===== config.mk =====
export PLATFORM = sky130hd
export DESIGN_NAME = intel_vvp_exposure_fusion_ctrl
export DESIGN_NICKNAME = d
export VERILOG_FILES = /design/src/rtl/intel_vvp_exposure_fusion_pkg.sv /design/src/rtl/intel_vvp_exposure_fusion_ctrl_regs.sv /design/src/rtl/intel_vvp_exposure_fusion_ctrl.sv
export SDC_FILE = /design/constraint.sdc
export NUM_CORES = 1
export LEC_CHECK = 0
export ABC_AREA = 1
export CAP_MARGIN = 20
export CORE_UTILIZATION = 45
export DETAILED_ROUTE_END_ITERATION = 10
export PLACE_DENSITY_LB_ADDON = 0.1
export SYNTH_ARGS = -nofsm -noshare
export SYNTH_HDL_FRONTEND = slang
export SYNTH_SLANG_ARGS = --single-unit
export TNS_END_PERCENT = 20

===== constraint.sdc =====
create_clock -name main_clock -period 2.3 [get_ports main_clock]
set_input_delay 0.46 -clock main_clock [delete_from_list [all_inputs] [get_ports main_clock]]
set_output_delay 0.46 -clock main_clock [all_outputs]
set_load 0.02 [all_outputs]

===== src/rtl/intel_vvp_exposure_fusion_pkg.sv =====
// -----------------------------------------------------------------------------
// intel_vvp_exposure_fusion_pkg
// Shared definitions for the exposure-fusion control block: register word
// addresses, FSM state encoding (also visible in STATUS[3:2]), output-mode
// encoding and the widths of the active fusion settings.
// -----------------------------------------------------------------------------
package intel_vvp_exposure_fusion_pkg;

    localparam int MODE_W   = 2;
    localparam int BLACK_W  = 16;
    localparam int RATIO_W  = 17;
    localparam int THRESH_W = 16;
    localparam int HEIGHT_W = 16;

    localparam int ADDR_CTRL        = 0;
    localparam int ADDR_STATUS      = 1;
    localparam int ADDR_MODE        = 2;
    localparam int ADDR_BLACK       = 3;
    localparam int ADDR_RATIO       = 4;
    localparam int ADDR_THRESH      = 5;
    localparam int ADDR_HEIGHT      = 6;
    localparam int ADDR_FRAME_COUNT = 7;
    localparam int ADDR_IRQ         = 8;

    typedef enum logic [1:0] {
        ST_IDLE     = 2'd0,
        ST_WAIT_SOF = 2'd1,
        ST_FRAME    = 2'd2,
        ST_DRAIN    = 2'd3
    } fsm_state_e;

    typedef enum logic [1:0] {
        MODE_FUSION   = 2'd0,
        MODE_SHORT    = 2'd1,
        MODE_RESERVED = 2'd2,
        MODE_LONG     = 2'd3
    } output_mode_e;

endpackage


===== src/rtl/intel_vvp_exposure_fusion_ctrl_regs.sv =====
// -----------------------------------------------------------------------------
// intel_vvp_exposure_fusion_ctrl_regs
// Avalon-MM register file: GO bit, shadow copies of MODE/BLACK/RATIO/THRESH,
// HEIGHT, and the registered read mux (readdatavalid one cycle after read).
// Decoded write strobes for GO-clear, COMMIT and sticky-clear go to the top.
// Optional (EXPOSURE_FUSION_CTRL_IRQ_EN): IRQ register at word 8 and irq out.
// Ports: clk/rst_n, Avalon-MM slave, status inputs (state, pending, sticky,
// frame_count), shadow/height/go outputs and write strobes.
// -----------------------------------------------------------------------------
module intel_vvp_exposure_fusion_ctrl_regs
    import intel_vvp_exposure_fusion_pkg::*;
#(
    parameter int ADDR_WIDTH = 4
) (
    input  logic                  clk,
    input  logic                  rst_n,
    input  logic [ADDR_WIDTH-1:0] address,
    input  logic                  write,
    input  logic                  read,
    input  logic [31:0]           writedata,
    output logic [31:0]           readdata,
    output logic                  readdatavalid,
    input  fsm_state_e            state,
    input  logic                  pending,
    input  logic                  sticky,
    input  logic [31:0]           frame_count,
    output logic                  go,
    output logic                  go_stop_wr,
    output logic                  commit_wr,
    output logic                  sticky_clr_wr,
    output logic [MODE_W-1:0]     shadow_mode,
    output logic [BLACK_W-1:0]    shadow_black,
    output logic [RATIO_W-1:0]    shadow_ratio,
    output logic [THRESH_W-1:0]   shadow_thresh,
    output logic [HEIGHT_W-1:0]   height
`ifdef EXPOSURE_FUSION_CTRL_IRQ_EN
    ,
    input  logic                  commit_pulse,
    output logic                  irq
`endif
);

    logic [31:0] addr_word;
    logic [31:0] rd_mux;
    logic        unused_wdata;

    assign addr_word    = 32'(address);
    assign unused_wdata = ^writedata[31:17];

    assign go_stop_wr    = write && (addr_word == ADDR_CTRL) && !writedata[0];
    assign commit_wr     = write && (addr_word == ADDR_CTRL) && writedata[1];
    assign sticky_clr_wr = write && (addr_word == ADDR_STATUS) && writedata[4];

`ifdef EXPOSURE_FUSION_CTRL_IRQ_EN
    logic irq_enable;
    logic irq_status;

    assign irq = irq_enable & irq_status;

    always_ff @(posedge clk or negedge rst_n) begin
        if (!rst_n) begin
            irq_enable <= 1'b0;
            irq_status <= 1'b0;
        end else begin
            if (write && (addr_word == ADDR_IRQ)) irq_enable <= writedata[0];
            // A commit in the same cycle as a clear wins so no event is lost.
            if (commit_pulse) irq_status <= 1'b1;
            else if (write && (addr_word == ADDR_IRQ) && writedata[1]) irq_status <= 1'b0;
        end
    end
`endif

    always_ff @(posedge clk or negedge rst_n) begin
        if (!rst_n) begin
            go            <= 1'b0;
            shadow_mode   <= '0;
            shadow_black  <= '0;
            shadow_ratio  <= '0;
            shadow_thresh <= '0;
            height        <= '0;
        end else if (write) begin
            case (addr_word)
                ADDR_CTRL:   go            <= writedata[0];
                ADDR_MODE:   shadow_mode   <= writedata[MODE_W-1:0];
                ADDR_BLACK:  shadow_black  <= writedata[BLACK_W-1:0];
                ADDR_RATIO:  shadow_ratio  <= writedata[RATIO_W-1:0];
                ADDR_THRESH: shadow_thresh <= writedata[THRESH_W-1:0];
                ADDR_HEIGHT: height        <= writedata[HEIGHT_W-1:0];
                default: ;
            endcase
        end
    end

    always_comb begin
        rd_mux = '0;
        case (addr_word)
            ADDR_CTRL:        rd_mux = {31'd0, go};
            ADDR_STATUS:      rd_mux = {27'd0, sticky, state, pending, state != ST_IDLE};
            ADDR_MODE:        rd_mux = 32'(shadow_mode);
            ADDR_BLACK:       rd_mux = 32'(shadow_black);
            ADDR_RATIO:       rd_mux = 32'(shadow_ratio);
            ADDR_THRESH:      rd_mux = 32'(shadow_thresh);
            ADDR_HEIGHT:      rd_mux = 32'(height);
            ADDR_FRAME_COUNT: rd_mux = frame_count;
`ifdef EXPOSURE_FUSION_CTRL_IRQ_EN
            ADDR_IRQ:         rd_mux = {30'd0, irq_status, irq_enable};
`endif
            default:          rd_mux = '0;
        endcase
    end

    always_ff @(posedge clk or negedge rst_n) begin
        if (!rst_n) begin
            readdata      <= '0;
            readdatavalid <= 1'b0;
        end else begin
            readdatavalid <= read;
            if (read) readdata <= rd_mux;
        end
    end

endmodule


===== src/rtl/intel_vvp_exposure_fusion_ctrl.sv =====
// -----------------------------------------------------------------------------
// intel_vvp_exposure_fusion_ctrl
// Frame-synchronous commit controller for exposure-fusion settings. Snoops the
// fusion input stream (SOF/EOL), tracks frames against HEIGHT, waits for the
// pipeline to drain DRAIN_CYCLES tready cycles after the last line, then
// copies all shadow settings to the active outputs atomically.
// Ports: main_clock, main_reset_n (async, active-low), Avalon-MM slave
// (av_mm_*), stream snoop (snoop_*), active settings (r_vid_*).
// Optional macro EXPOSURE_FUSION_CTRL_IRQ_EN adds the irq output and the IRQ
// register at word 8.
// -----------------------------------------------------------------------------
module intel_vvp_exposure_fusion_ctrl
    import intel_vvp_exposure_fusion_pkg::*;
#(
    parameter int DRAIN_CYCLES = 13,
    parameter int ADDR_WIDTH   = 4
) (
    input  logic                  main_clock,
    input  logic                  main_reset_n,
    input  logic [ADDR_WIDTH-1:0] av_mm_address,
    input  logic                  av_mm_write,
    input  logic                  av_mm_read,
    input  logic [31:0]           av_mm_writedata,
    output logic [31:0]           av_mm_readdata,
    output logic                  av_mm_readdatavalid,
    input  logic                  snoop_tvalid,
    input  logic                  snoop_tready,
    input  logic                  snoop_tlast,
    input  logic                  snoop_tuser0,
    output logic [MODE_W-1:0]     r_vid_output_mode,
    output logic [BLACK_W-1:0]    r_vid_black_level,
    output logic [RATIO_W-1:0]    r_vid_exposure_ratio,
    output logic [THRESH_W-1:0]   r_vid_threshold
`ifdef EXPOSURE_FUSION_CTRL_IRQ_EN
    ,
    output logic                  irq
`endif
);

    localparam int DRAIN_W = (DRAIN_CYCLES < 1) ? 1 : $clog2(DRAIN_CYCLES + 1);

    fsm_state_e            state, state_n;
    logic [HEIGHT_W-1:0]   line_cnt, line_n, height, last_line;
    logic [DRAIN_W-1:0]    drain_cnt, drain_n;
    logic [31:0]           frame_count;
    logic                  pending, sticky, go;
    logic                  go_stop_wr, commit_wr, sticky_clr_wr;
    logic                  commit, fc_inc, early_sof;
    logic                  beat, sof, eol;
    logic [MODE_W-1:0]     shadow_mode;
    logic [BLACK_W-1:0]    shadow_black;
    logic [RATIO_W-1:0]    shadow_ratio;
    logic [THRESH_W-1:0]   shadow_thresh;
    output_mode_e          active_mode;

    intel_vvp_exposure_fusion_ctrl_regs #(.ADDR_WIDTH(ADDR_WIDTH)) u_regs (
        .clk           (main_clock),
        .rst_n         (main_reset_n),
        .address       (av_mm_address),
        .write         (av_mm_write),
        .read          (av_mm_read),
        .writedata     (av_mm_writedata),
        .readdata      (av_mm_readdata),
        .readdatavalid (av_mm_readdatavalid),
        .state         (state),
        .pending       (pending),
        .sticky        (sticky),
        .frame_count   (frame_count),
        .go            (go),
        .go_stop_wr    (go_stop_wr),
        .commit_wr     (commit_wr),
        .sticky_clr_wr (sticky_clr_wr),
        .shadow_mode   (shadow_mode),
        .shadow_black  (shadow_black),
        .shadow_ratio  (shadow_ratio),
        .shadow_thresh (shadow_thresh),
        .height        (height)
`ifdef EXPOSURE_FUSION_CTRL_IRQ_EN
        ,
        .commit_pulse  (commit),
        .irq           (irq)
`endif
    );

    assign beat      = snoop_tvalid & snoop_tready;
    assign sof       = beat & snoop_tuser0;
    assign eol       = beat & snoop_tlast;
    // HEIGHT of 0 is treated as a one-line frame.
    assign last_line = (height == '0) ? '0 : height - HEIGHT_W'(1);

    assign r_vid_output_mode = active_mode;

    always_comb begin
        state_n   = state;
        line_n    = line_cnt;
        drain_n   = drain_cnt;
        commit    = 1'b0;
        fc_inc    = 1'b0;
        early_sof = 1'b0;
        case (state)
            ST_IDLE: begin
                commit = pending;
                if (go) state_n = ST_WAIT_SOF;
            end
            ST_WAIT_SOF: begin
                if (sof) begin
                    state_n = ST_FRAME;
                    line_n  = '0;
                    fc_inc  = 1'b1;
                end
            end
            ST_FRAME: begin
                if (sof) begin
                    line_n    = '0;
                    fc_inc    = 1'b1;
                    early_sof = 1'b1;
                end else if (eol) begin
                    if (line_cnt == last_line) begin
                        state_n = ST_DRAIN;
                        drain_n = DRAIN_W'(DRAIN_CYCLES);
                    end else begin
                        line_n = line_cnt + HEIGHT_W'(1);
                    end
                end
            end
            ST_DRAIN: begin
                // A new frame aborts the drain; the commit slips to its end.
                if (sof) begin
                    state_n = ST_FRAME;
                    line_n  = '0;
                    drain_n = '0;
                    fc_inc  = 1'b1;
                end else if ((drain_cnt == '0) || (snoop_tready && (drain_cnt == DRAIN_W'(1)))) begin
                    state_n = ST_WAIT_SOF;
                    drain_n = '0;
                    commit  = pending;
                end else if (snoop_tready) begin
                    drain_n = drain_cnt - DRAIN_W'(1);
                end
            end
            default: state_n = ST_IDLE;
        endcase
        // Clearing GO (now or already) forces IDLE and abandons any frame.
        if (go_stop_wr || !go) begin
            state_n   = ST_IDLE;
            line_n    = '0;
            drain_n   = '0;
            fc_inc    = 1'b0;
            early_sof = 1'b0;
            if (state != ST_IDLE) commit = 1'b0;
        end
    end

    always_ff @(posedge main_clock or negedge main_reset_n) begin
        if (!main_reset_n) begin
            state                <= ST_IDLE;
            line_cnt             <= '0;
            drain_cnt            <= '0;
            frame_count          <= '0;
            pending              <= 1'b0;
            sticky               <= 1'b0;
            active_mode          <= MODE_FUSION;
            r_vid_black_level    <= '0;
            r_vid_exposure_ratio <= '0;
            r_vid_threshold      <= '0;
        end else begin
            state     <= state_n;
            line_cnt  <= line_n;
            drain_cnt <= drain_n;
            if (fc_inc) frame_count <= frame_count + 32'd1;
            if (early_sof) sticky <= 1'b1;
            else if (sticky_clr_wr) sticky <= 1'b0;
            // A COMMIT write landing on a commit cycle re-arms for the next boundary.
            if (commit_wr) pending <= 1'b1;
            else if (commit) pending <= 1'b0;
            if (commit) begin
                active_mode          <= output_mode_e'(shadow_mode);
                r_vid_black_level    <= shadow_black;
                r_vid_exposure_ratio <= shadow_ratio;
                r_vid_threshold      <= shadow_thresh;
            end
        end
    end

endmodule


==> reports/qor.yml <==
status: "completed"
grt_start_max_net_pins: 66
drt_iter0_markers: 698
hpwl_um: 21600
r2r_cells: 17
pin_count: 128
layout-drive-gt1-share: 0.149
num_vias: 9352
dpl_cell_area_um2: 12700
synth_top_cell_by_area: "dfrtp_1"
skew_ps: 27.9
period_minus_slack_ps: 2290
dieArea_um2: 24100
crit_type: "flop to flop"
die_w_um: 155
drtAntennaViolNets: 0
path_clk_slew_ps: 60
path_depth: 17
synthMuxAreaShare: 0.0203
crit_top_cell: "nand2_1"
syn_avg_cell_area_um2: 8.16
synth_xor_xnor_area_share: 0.0364
place.gp.congestion: 0.954
grt_first_pass_wirelength_um: 47200
routedWlPerCell_um: 16.0
setup_viol: 0
clock-root-buffer: "clkbuf_16"
clk_latency_ps: 540
grt_overflow: 0
utilization: 0.605
fillers: 2062
layout.nets: 1545
power_mw: 14.4
maxCapViolCount: 0
synth_cell_types: 45
die_y_um: 155
rsz0062_at_grt: "true"
synth-edff-count: 0
grt_pass1_vias: 8823
ys_warn_count: 0
synth-adder-area-share: 0.0130
synth_compound_area_frac: 0.0996
synth_top_family_by_area: "simple AND/OR/NAND/NOR gates"
hold_viol_final: 0
hp-class: "input port to flop"
crit_fanout: 16
leakage_nw: 6.66
async_reset_ff_frac: 1.00
placementRows: 55
fin_area_um2: 13800
yosysSeqAreaShare: 0.493
fin_crit_sh: 0.998
path_delay_family: "simple AND/OR/NAND/NOR gates"
holdWs_ps: 325
synth_nets: 1349
slew_headroom: 0.650
area_growth_pct: 30.9
max_freq_ghz: 0.436
track_usage: 0.248
tightest_slew_ps: 525
drt-pass1-iter-count: 5
synth.top_cell.area_share: 0.493
required_ps: 2710
netlist_area_um2: 10600
ys_seq_elements: 208
worst_path_max_delay_cell: "dfrtp_1"
whs_path_depth: 1
cp-start-kind: "flop"
drc_errors: 0
crit_arrival_ps: 2700
slew_violations: 0
p_per_area_nw_per_um2: 1040
crit_path_max_incr_delay_ps: 400
clock_path_buffers: 3
cts_tree: "built"
netlist_top_cells_area: "dfrtp_1 (49%), nand2_1 (13%), o21ai_0 (6.2%)"
crit_buf_inv: 4
n_antenna_cell: 0
end_kind: "flop"
vias_per_cell: 5.14
htreeDepth: 1
cp_cell_sequence: "inv_2, buf_6, nand3_4, nor2_4, buf_6, nand2_1, nand2_1, nand3_1, nand2_1, nand2_2, nor2_1, nand2_1, nor2_4, nand4_4, buf_8, nand4_1, nand2_1"
ir_drop_uv: 836
cts.sinks: 208
synthCells: 1294
placed_cells: 1771
yosys_most_used_dff: "dfrtp_1"
initial_core_util: 0.462
core_um2: 22800
drt_wl_total_um: 29100
stdcell_count: 1821
numCtsBuffers: 24
yosys.area_share.simple: 0.262
final_common_cell: "nand2_1"
antenna_found_initial: 0
io_buffers: 112
final_cell_mix: "nand2_1 (362), dfrtp_1 (208), inv_1 (153)"
-- final cells by class --
| class | instances | area, µm² | share of cell area |
|---|---|---|---|
| clock inverter | 12 | 214 | 0.0155 |
| tap | 313 | 392 | 0.0283 |
| timing repair buffer | 216 | 2060 | 0.149 |
| clock buffer | 32 | 711 | 0.0514 |
| sequential | 208 | 5200 | 0.377 |
| multi-input combinational | 880 | 4640 | 0.336 |
| inverter | 160 | 601 | 0.0435 |
-- state kept, by name (all words and copies together) (netlist names), 17 cells and up --
signal	count
frame_count	32
r_vid_exposure_ratio	17
u_regs.readdata	32
u_regs.shadow_ratio	17
-- Yosys cell counts (all sizes together), types with 4 or more instances --
cell type  count
a21oi          6
a221oi        13
buf            9
clkbuf        37
dfrtp        208
ha            11
inv          159
mux2          19
nand2        373
nand3         75
nand4         35
nor2          93
nor3          21
nor4          16
o21ai        138
o221ai         4
o22ai         17
xnor2          5
xor2          38
-- where the power goes --
part	switching (mW)	internal, mW	total, mW
clock network	1.58	2.74	4.32
registers	0.615	4.47	5.09
logic	2.85	2.10	4.96
total	5.05	9.32	14.4
-- cell families (layout without fill, tap and decap cells) --
| family | Yosys count | after routing |
|---|---|---|
| buffers and inverters | 206 | 420 |
| muxes | 19 | 19 |
| and+or+nand+nor | 619 | 619 |
| adders and majority gates | 11 | 11 |
| AOI/OAI and AO/OA | 188 | 188 |
| DFF | 208 | 208 |
| xor gates and xnor gates | 43 | 43 |
-- metal layers --
metal	wire, µm	part of all wire	track usage
met3	1520	0.052	0.0265
met2	13400	0.46	0.401
met4	412	0.014	0.0547
met5	0	0	0
met1	13700	0.47	0.360
-- repair_timing --
item	in CTS	in global routing
endpoints found under the setup margin	22	23
hold buffers	1	0
buffers inserted	1	4
hold endpoints to repair	51	0
pin swaps	2	7
gates resized for setup	8	21
-- worst register-to-register path: stages, from the launching register on --
cell and delay [ps]:
dfrtp_1 400, inv_2 120, buf_6 120, nand3_4 100, nor2_4 200, buf_6 130
nand2_1 50, nand2_1 80, nand3_1 70, nand2_1 70, nand2_2 60, nor2_1 80
nand2_1 90, nor2_4 160, nand4_4 120, buf_8 190, nand4_1 80, nand2_1 60
-- final timing paths --
check	to	slack [ps]	from
setup / recovery	line_cnt[8]$_DFFE_PN0P_	5	u_regs.height[0]$_DFFE_PN0P_
hold / removal	u_regs.readdatavalid$_DFF_PN0_	320	av_mm_read
setup reg to reg	line_cnt[8]$_DFFE_PN0P_	5	u_regs.height[0]$_DFFE_PN0P_
hold reg to reg	r_vid_threshold[12]$_DFFE_PN0P_	470	r_vid_threshold[12]$_DFFE_PN0P_
max in group asynchronous	r_vid_exposure_ratio[6]$_DFFE_PN0P_	1090	main_reset_n
min in group asynchronous	r_vid_exposure_ratio[16]$_DFFE_PN0P_	460	main_reset_n
-- per-stage QoR --
stage / setup WS, ps / setup TNS, ps
after global placement: -291 / -12030
after detailed placement: -317 / -14510
after floorplan: 147 / 0
after CTS: -17.6 / -120
after global routing: -185 / -3380
final: 5.23 / 0
Note: power is estimated with default switching activity, not from simulation.
